## config.mk

```make
export PLATFORM = sky130hd
export DESIGN_NAME = core_sequencer
export DESIGN_NICKNAME = d
export VERILOG_FILES = /design/src/rtl/core_sequencer.sv
export SDC_FILE = /design/constraint.sdc
export NUM_CORES = 1
export LEC_CHECK = 0
export CAP_MARGIN = 25
export CORE_MARGIN = 2
export CORE_UTILIZATION = 36
export DETAILED_ROUTE_END_ITERATION = 8
export GPL_TIMING_DRIVEN = 0
export PLACE_DENSITY = 0.73
export SLEW_MARGIN = 10
export SYNTH_ARGS = -nofsm -noshare
export SYNTH_HDL_FRONTEND = slang
export SYNTH_SLANG_ARGS = --single-unit
```

## constraint.sdc

```tcl
create_clock -name clk -period 2.1 [get_ports clk]
set_input_delay 0.21 -clock clk [delete_from_list [all_inputs] [get_ports clk]]
set_output_delay 0.21 -clock clk [all_outputs]
set_load 0.05 [all_outputs]
```

## src/rtl/core_sequencer.sv

```systemverilog
// core_sequencer: multi-cycle fetch/decode/execute/mem/writeback control FSM for the RV32 core
module core_sequencer #(
    parameter int unsigned MEM_TIMEOUT = 255,
    parameter int unsigned CNT_W       = 32
) (
    input  logic             clk,
    input  logic             reset,
    input  logic             run,
    input  logic [31:0]      pc,
    output logic             imem_req,
    output logic [31:0]      imem_addr,
    input  logic             imem_ready,
    input  logic [31:0]      imem_rdata,
    output logic [31:0]      instr,
    input  logic             is_load,
    input  logic             is_store,
    input  logic             is_halt,
    input  logic             writes_rd,
    output logic             dmem_req,
    output logic             dmem_we,
    input  logic             dmem_ready,
    output logic             pc_enable,
    output logic             rf_we,
    output logic             halted,
    output logic             bus_error,
    output logic [CNT_W-1:0] cycle_count,
    output logic [CNT_W-1:0] instret_count
);
    localparam logic [2:0] S_IDLE    = 3'd0;
    localparam logic [2:0] S_FETCH   = 3'd1;
    localparam logic [2:0] S_DECODE  = 3'd2;
    localparam logic [2:0] S_EXECUTE = 3'd3;
    localparam logic [2:0] S_MEM     = 3'd4;
    localparam logic [2:0] S_WB      = 3'd5;
    localparam logic [2:0] S_HALT    = 3'd6;
    localparam logic [2:0] S_ERROR   = 3'd7;
    localparam logic [31:0] NOP      = 32'h0000_0013;

    logic [2:0]       state_q, state_d;
    logic [31:0]      instr_q, instr_d;
    logic [31:0]      wait_q, wait_d;
    logic [CNT_W-1:0] cycle_q, cycle_d;
    logic [CNT_W-1:0] instret_q, instret_d;
    logic             in_fetch, in_mem, in_wb, mem_wait, timeout, active;

    assign in_fetch = state_q == S_FETCH;
    assign in_mem   = state_q == S_MEM;
    assign in_wb    = state_q == S_WB;
    assign mem_wait = (in_fetch & ~imem_ready) | (in_mem & ~dmem_ready);
    assign timeout  = (MEM_TIMEOUT != 0) && mem_wait && (wait_q == 32'(MEM_TIMEOUT - 1));
    assign active   = (state_q != S_IDLE) && (state_q != S_HALT) && (state_q != S_ERROR);

    // next-state selection; a ready arriving on the last allowed wait cycle beats the timeout
    always_comb begin
        state_d = state_q;
        case (state_q)
            S_IDLE:    state_d = run ? S_FETCH : S_IDLE;
            S_FETCH:   state_d = imem_ready ? S_DECODE : (timeout ? S_ERROR : S_FETCH);
            S_DECODE:  state_d = is_halt ? S_HALT : S_EXECUTE;
            S_EXECUTE: state_d = (is_load | is_store) ? S_MEM : S_WB;
            S_MEM:     state_d = dmem_ready ? S_WB : (timeout ? S_ERROR : S_MEM);
            S_WB:      state_d = run ? S_FETCH : S_IDLE;
            default:   state_d = state_q;
        endcase
    end

    // datapath next values: instruction latch, wait counter cleared outside the memory states, counters
    always_comb begin
        instr_d   = (in_fetch && imem_ready) ? imem_rdata : instr_q;
        wait_d    = (in_fetch || in_mem) ? (mem_wait ? wait_q + 32'd1 : wait_q) : 32'd0;
        cycle_d   = active ? cycle_q + CNT_W'(1) : cycle_q;
        instret_d = in_wb ? instret_q + CNT_W'(1) : instret_q;
    end

    // state registers with synchronous reset abandoning any outstanding request
    always_ff @(posedge clk) begin
        if (reset) begin
            state_q   <= S_IDLE;
            instr_q   <= NOP;
            wait_q    <= '0;
            cycle_q   <= '0;
            instret_q <= '0;
        end else begin
            state_q   <= state_d;
            instr_q   <= instr_d;
            wait_q    <= wait_d;
            cycle_q   <= cycle_d;
            instret_q <= instret_d;
        end
    end

    assign imem_req      = in_fetch;
    assign imem_addr     = in_fetch ? pc : 32'd0;
    assign instr         = instr_q;
    assign dmem_req      = in_mem;
    assign dmem_we       = in_mem & is_store;
    assign pc_enable     = in_wb;
    assign rf_we         = in_wb & writes_rd & ~is_store;
    assign halted        = state_q == S_HALT;
    assign bus_error     = state_q == S_ERROR;
    assign cycle_count   = cycle_q;
    assign instret_count = instret_q;
endmodule

```

== Word level (Yosys, flattened, before mapping) ==
Index checks and enable logic that the tools add are counted.

* Add/subtract/negate cells: 3
* Reductions and logical operators: 10
* Bitwise operators: 11
* Muxes and demuxes: 9
* Equal/unequal tests: 10

{| class="wikitable"
|+ Operators with widths
! kind !! count
|-
| 32-bit by 1-bit adder with 32-bit output, second input constant || 3
|-
| 32-bit by 8-bit equality test with 1-bit output, second input constant || 1
|-
| 32-bit 2-to-1 mux || 1
|-
| 3-bit case mux with 5 select lines || 1
|-
| 3-bit equality test, second input constant || 4
|-
| 3-bit 2-to-1 mux || 3
|-
| 3-bit by 2-bit equality test with 1-bit output, second input constant || 2
|-
| 3-bit != test, second input constant || 2
|-
| 1-bit AND || 5
|-
| 5-bit nonzero test || 1
|-
| 1-bit logical AND || 4
|-
| 2-bit 2-to-1 mux || 2
|-
| 1-bit inverter || 4
|-
| 2-bit OR reduction || 2
|-
| 3-bit by 1-bit equality test with 1-bit output, second input constant || 1
|-
| 3-bit logical NOT || 1
|-
| 3-bit nonzero test || 1
|-
| 1-bit 2-to-1 mux || 2
|-
| 1-bit bitwise OR || 2
|-
| 1-bit logical OR || 1
|}

* Output and inout bits: 135
* Logic and storage cells: 48
* Bits in registers: 131

== Depth between registers and ports, before layout ==
* Depth after elaboration: 7
* Depth in mapped cells: 8

== Least setup slack after synthesis ==
Ideal clock, no wire load.

* Path kind: flip-flop to flip-flop
* Start: register instret_q[0] (netlist: instret_count[0])
* End: register instret_q[28] (netlist: instret_count[28])
* Stages on the path, launching flop included: 8
* Library setup time: 132 ps
* Arrival time: 2280 ps
* Path slack: -312 ps
* Path buffers: 2
* Clock period less this slack: 2412 ps
* Data required time: 1968 ps
* Cells stage by stage: dfxtp_1 ha_1 nand2_1 or4_1 buf_2 clkbuf_1 o41ai_1 a21oi_1

* Word-level cells in the longest chain between the ends: 1

{| class="wikitable"
|+ Ends and longest elaborated chain
! item !! line !! RTL
|-
| start, declared || 43 || <nowiki>logic [CNT_W-1:0] instret_q, instret_d;</nowiki>
|-
| start signal, assigned || 88 || <nowiki>instret_q <= instret_d;</nowiki>
|-
| 32-bit by 1-bit adder with 32-bit output || 72 || <nowiki>instret_d = in_wb ? instret_q + CNT_W'(1) : instret_q;</nowiki>
|}

No other way between the ends.
A chain may end at the register's enable or synchronous reset.

== Final worst setup path ==
* Start: register state_q[2]
* End: output imem_addr[22]

* Word-level cells in the longest chain between the ends: 2

{| class="wikitable"
|+ Ends and longest elaborated chain
! item !! line !! RTL
|-
| start, declared || 39 || <nowiki>logic [2:0] state_q, state_d;</nowiki>
|-
| start signal, assigned || 84 || <nowiki>state_q <= state_d;</nowiki>
|-
| 3-bit by 1-bit equality test with 1-bit output || 46 || <nowiki>assign in_fetch = state_q == S_FETCH;</nowiki>
|-
| 32-bit 2-to-1 mux || 93 || <nowiki>assign imem_addr = in_fetch ? pc : 32'd0;</nowiki>
|-
| end, declared || 11 || <nowiki>output logic [31:0] imem_addr,</nowiki>
|}

No other way between the ends.

==> results <==
- In the routed layout, each cell is associated on average with a via count of 5.47.
- The tree built by TritonCTS fans out to 131 sinks.
- The net count after synthesis is 872.
- The data arrival time of the critical path is 1.86 ns.
- Across the whole layout, storage elements account for 2660 um^2.
- The analysis attributes to net switching a power of 0.00159 W.
- The detailed router finished its first iteration with 431 violations.
- The detail-routed net length per standard cell is 16.2 um.
- The maximum fanout along the worst path is 10.
- The flip-flop cell with the highest count after synthesis is dfxtp_1.
- For this block, the routed nets add up to 20.6 mm of wire.
- In this run the most critical hold path is launched from imem_rdata[18].
- In this run the count of I/O pins placed on the die edge is 208.
- In this run the clock root is driven by a clkbuf_16.
- The final number of hold-violating endpoints is 0.
- The CTS H-tree depth is 4.
- Once routing completed, OpenROAD measured the worst setup slack at 0.0345 ns.
- The utilization after layout is 55.9%.
- The clock slew seen by the registers of the worst setup and hold paths is 0.06 ns.
- The clock network fraction of design power is 45.6%.
- The worst-case IR drop observed on VDD is 575 uV.
- After technology mapping, the gate count stands at 795.
- The met3 global-route usage is 6.03%.
- In the final design database the tool counted 1111 nets.
- In the global route stage, overall resource usage came out at 20.9%.
- The slew at the pin closest to its max-slew limit is 0.985 ns.
- After legalization and detailed placement, the total HPWL measured 14.6 mm.
- Setup repair after global routing could not meet its margin everywhere.
- The number of clock buffers added by TritonCTS is 17.
- The weighted congestion at the end of routability-driven global placement is 0.825.
- Max-cap violations in this run came to 0.
- The number of antenna diodes in the final layout is 0.
- A synthesized cell averages 8.10 um^2.
- Of the cells placed in the final design, the portion with a size suffix greater than 1 is 16.1%.
- The startpoint class of the critical path is a flip-flop.
- The floorplan step defined a die boundary enclosing 19000 um^2.
- The power per cell area is 633 nW/um^2.
- Along the worst hold path, the cell count comes to 3.
- Global routing finished with a remaining overflow of 0.
- Before antenna repair, the detailed router went through 5 iterations.
- The type of the setup path with the least slack is flip-flop to output pin.
- The ratio of final minimum period to clock period is 98.4%.
- The number of placed cells counting well taps is 1227.
- The mapped netlist covers 6440 um^2.
- The layer carrying the most global-route usage is met2.
- The internal portion of the total power is 0.00457 W.
- The number of antenna violations at the first check in global routing was 0.
- The number of synthesized flops with an enable pin is 0.
- The yosys synthesis warning count is 0.
- Once the floorplan was initialized, standard cells occupied 37.0% of the core.
- The total leakage power is 3.20 nW.
- Fill cells in the final layout number 1584.
- The fmax is 484 MHz.
- Relative to the synthesized area, the layout overhead comes to 51.3%.
- The net switching fraction of the power is 25.8%.
- The via count of the first global-routing pass is 6315.
- STA classifies the critical path endpoint as an output pin.
- TritonCTS built the clock tree.
- The number of unique standard cell types used by synthesis is 52.
- The path class of the tightest hold or removal check is primary input to flip-flop.
- The area of the multi-input gates is 3680 um^2.
- The number of endpoints failing setup at the final stage is 0.
- In the global route stage, met2 resource usage came out at 33.8%.
- The sequential power share is 41.3%.
- The data required time of the critical path is 1.89 ns.
- The run finished with clean final reports.
- The largest net degree at the start of global routing is 17.
- The later pin in the worst-skew pair is clocked with a latency of 0.42 ns.
- The worst register-to-register path begins at state_q[1]$_SDFFE_PP0P_.
- The clock passes through at most 2 buffers.
- The share of flip-flops with an asynchronous set or reset is 0%.
- The x dimension of the die is 138 um.
- The number of port buffers is 207.
- The post-synthesis sequential area ratio is 40.7%.
- The logic gate share of total power is 13.1%.
- The number of pins with negative max-slew slack in the final report is 0.
- Buffers inserted to repair hold after CTS numbered 0.
- The y dimension of the die is 138 um.
- The post-detailed-route DRC marker count is 0.
- For this run, global-route usage on met1 was measured as 26.0%.
- The shortest clock period the worst path allows after layout is 2.07 ns.
- The worst pin sits at a relative slew slack of 33.8%.
- The antenna violation net count after detailed routing is 0.
- The synthesized design contains 131 register bits.
- Counting cells, the worst reg-to-reg path comes to 5.
- The first global-routing pass estimated 31.2 mm of wire.
- The critical path starts at state_q[2]$_SDFFE_PP0P_.
- The placement row count is 48.
- The post-placement setup slack is -0.505 ns.
- Clock skew on the completed layout was measured at 0.00883 ns.
- In this run the register-to-register setup slack is 0.05 ns.
- The endpoint of the lowest-slack register-to-register path is instret_count[14]$_SDFFE_PP0P_.
- The placeable core region is 17400 um^2.
- The detailed router placed 6957 vias in this run.
- The worst hold path terminates at instr[18]$_SDFFE_PP0P_.
- The final instance count without filler cells is 1272.
==> flip-flops by register name (all words and copies together), names as in the netlist <==
register,cells
cycle_count,32
instr,32
instret_count,32
state_q,3
wait_q,32
==> critical path, stage by stage (launching register included) <==
cell and delay [ns]:
dfxtp_2 0.36, clkbuf_8 0.18, nor3b_4 0.25, buf_6 0.17, clkbuf_8 0.16, and2_1 0.15, buf_6 0.16
==> per-layer routing <==
layer | vias to the layer above | share of wire [%]
met1 | 3252 | 43
met3 | 31 | 7.2
li1 | 3397 | -
met2 | 277 | 48
met4 | 0 | 2.1
met5 | - | 0
==> per-stage QoR <==
stage / setup TNS [ns] / hold WS [ns] / cell area, um^2 / power, W
final: 0 / 0.339 / 9740 / 0.00616
after global routing: -0.326 / 0.336 / 9740 / 0.00637
after CTS: -0.287 / 0.322 / 9400 / 0.00618
after detailed placement: -47.04 / 0.446 / 8820 / 0.00336
after global placement: -45.09 / 0.441 / 8820 / 0.00336
after floorplan: 0 / 0.334 / 6470 / 0.00301
==> worst max-delay path by stage <==
| stage | endpoint | slack [ns] | depth (start not counted) |
|---|---|---|---|
| floorplan | cycle_count[29]$_SDFFE_PP0P_ | 0.003 | 5 |
| global placement | imem_addr[11] | -0.47 | 6 |
| detailed placement | imem_addr[14] | -0.51 | 6 |
| CTS | wait_q[19]$_SDFFE_PP0P_ | -0.07 | 5 |
| global route | wait_q[30]$_SDFFE_PP0P_ | -0.05 | 6 |
| finish | imem_addr[22] | 0.03 | 6 |
==> power groups by stage <==
stage | clock (W) | combinational [W] | sequential [W]
after CTS | 0.00287 | 0.000772 | 0.00254
after detailed placement | 0 | 0.000766 | 0.00260
after global routing | 0.00297 | 0.000856 | 0.00255
after global placement | 0 | 0.000764 | 0.00260
after floorplan | 0 | 0.000313 | 0.00270
final | 0.00281 | 0.000808 | 0.00254
==> final cells by class <==
class                   count  area share [%]
clock inverters             7           0.758
clock buffers              25            4.99
inverters                  20           0.771
repair buffers            223            22.4
flip-flops and latches    131            27.3
plain buffers              53            3.17
multi-input cells         588            37.8
well taps                 225            2.89
==> cell usage after synthesis (all sizes together) (2+ instances only) <==
cell | number | area share (%)
dfxtp | 131 | 41
o2111ai | 2 | 0.37
nand4b | 6 | 0.82
nand3 | 33 | 2.6
buf | 10 | 0.70
o211ai | 4 | 0.47
nand2 | 104 | 6.1
inv | 19 | 1.1
nor2 | 38 | 2.2
and2 | 35 | 3.4
nor4b | 4 | 0.87
o21a | 4 | 0.47
nor4 | 18 | 1.7
a211oi | 2 | 0.23
clkbuf | 47 | 2.7
and3 | 5 | 0.49
o21ai | 21 | 1.6
mux2i | 6 | 0.93
nand4 | 21 | 2.0
a21oi | 92 | 7.2
nor3b | 2 | 0.31
xor2 | 10 | 1.4
o41ai | 5 | 0.68
or3 | 13 | 1.3
o31ai | 41 | 4.8
xnor2 | 7 | 0.95
nand2b | 8 | 0.78
ha | 4 | 0.78
mux2 | 10 | 1.7
nor2b | 7 | 0.68
nor3 | 14 | 1.1
or4 | 42 | 4.9
or2 | 3 | 0.29
and4 | 16 | 2.2
==> logic make-up (layout without fill, tap and decap cells) <==
kind of cell	count (synthesis)	after routing	synth area share, %
AO/OA/AOI/OAI	178	179	16.7
adder cells (fa/ha/maj)	4	4	0.778
AND/OR/NAND/NOR	372	372	32.1
multiplexers	16	16	2.68
XOR/XNOR	17	17	2.31
buffers and inverters	77	328	4.61
flip-flops	131	131	40.7
==> cell usage in the layout (no fill, tap or decap), drive strengths merged, types with 33 or more instances in the layout <==
cell type / instances
nand2: 104
o31ai: 41
dfxtp: 131
nor2: 38
nand3: 33
buf: 65
and2: 35
a21oi: 92
or4: 42
clkdlybuf4s50: 168
clkbuf: 64
==> timing repair <==
item	CTS	global route
resized for setup	259	68
pin swaps	0	7
endpoints found under the hold margin	0	0
gates cloned	0	2
setup buffers	0	15
setup endpoints to repair	124	103
No activity file was read; power rests on OpenSTA's default activity.
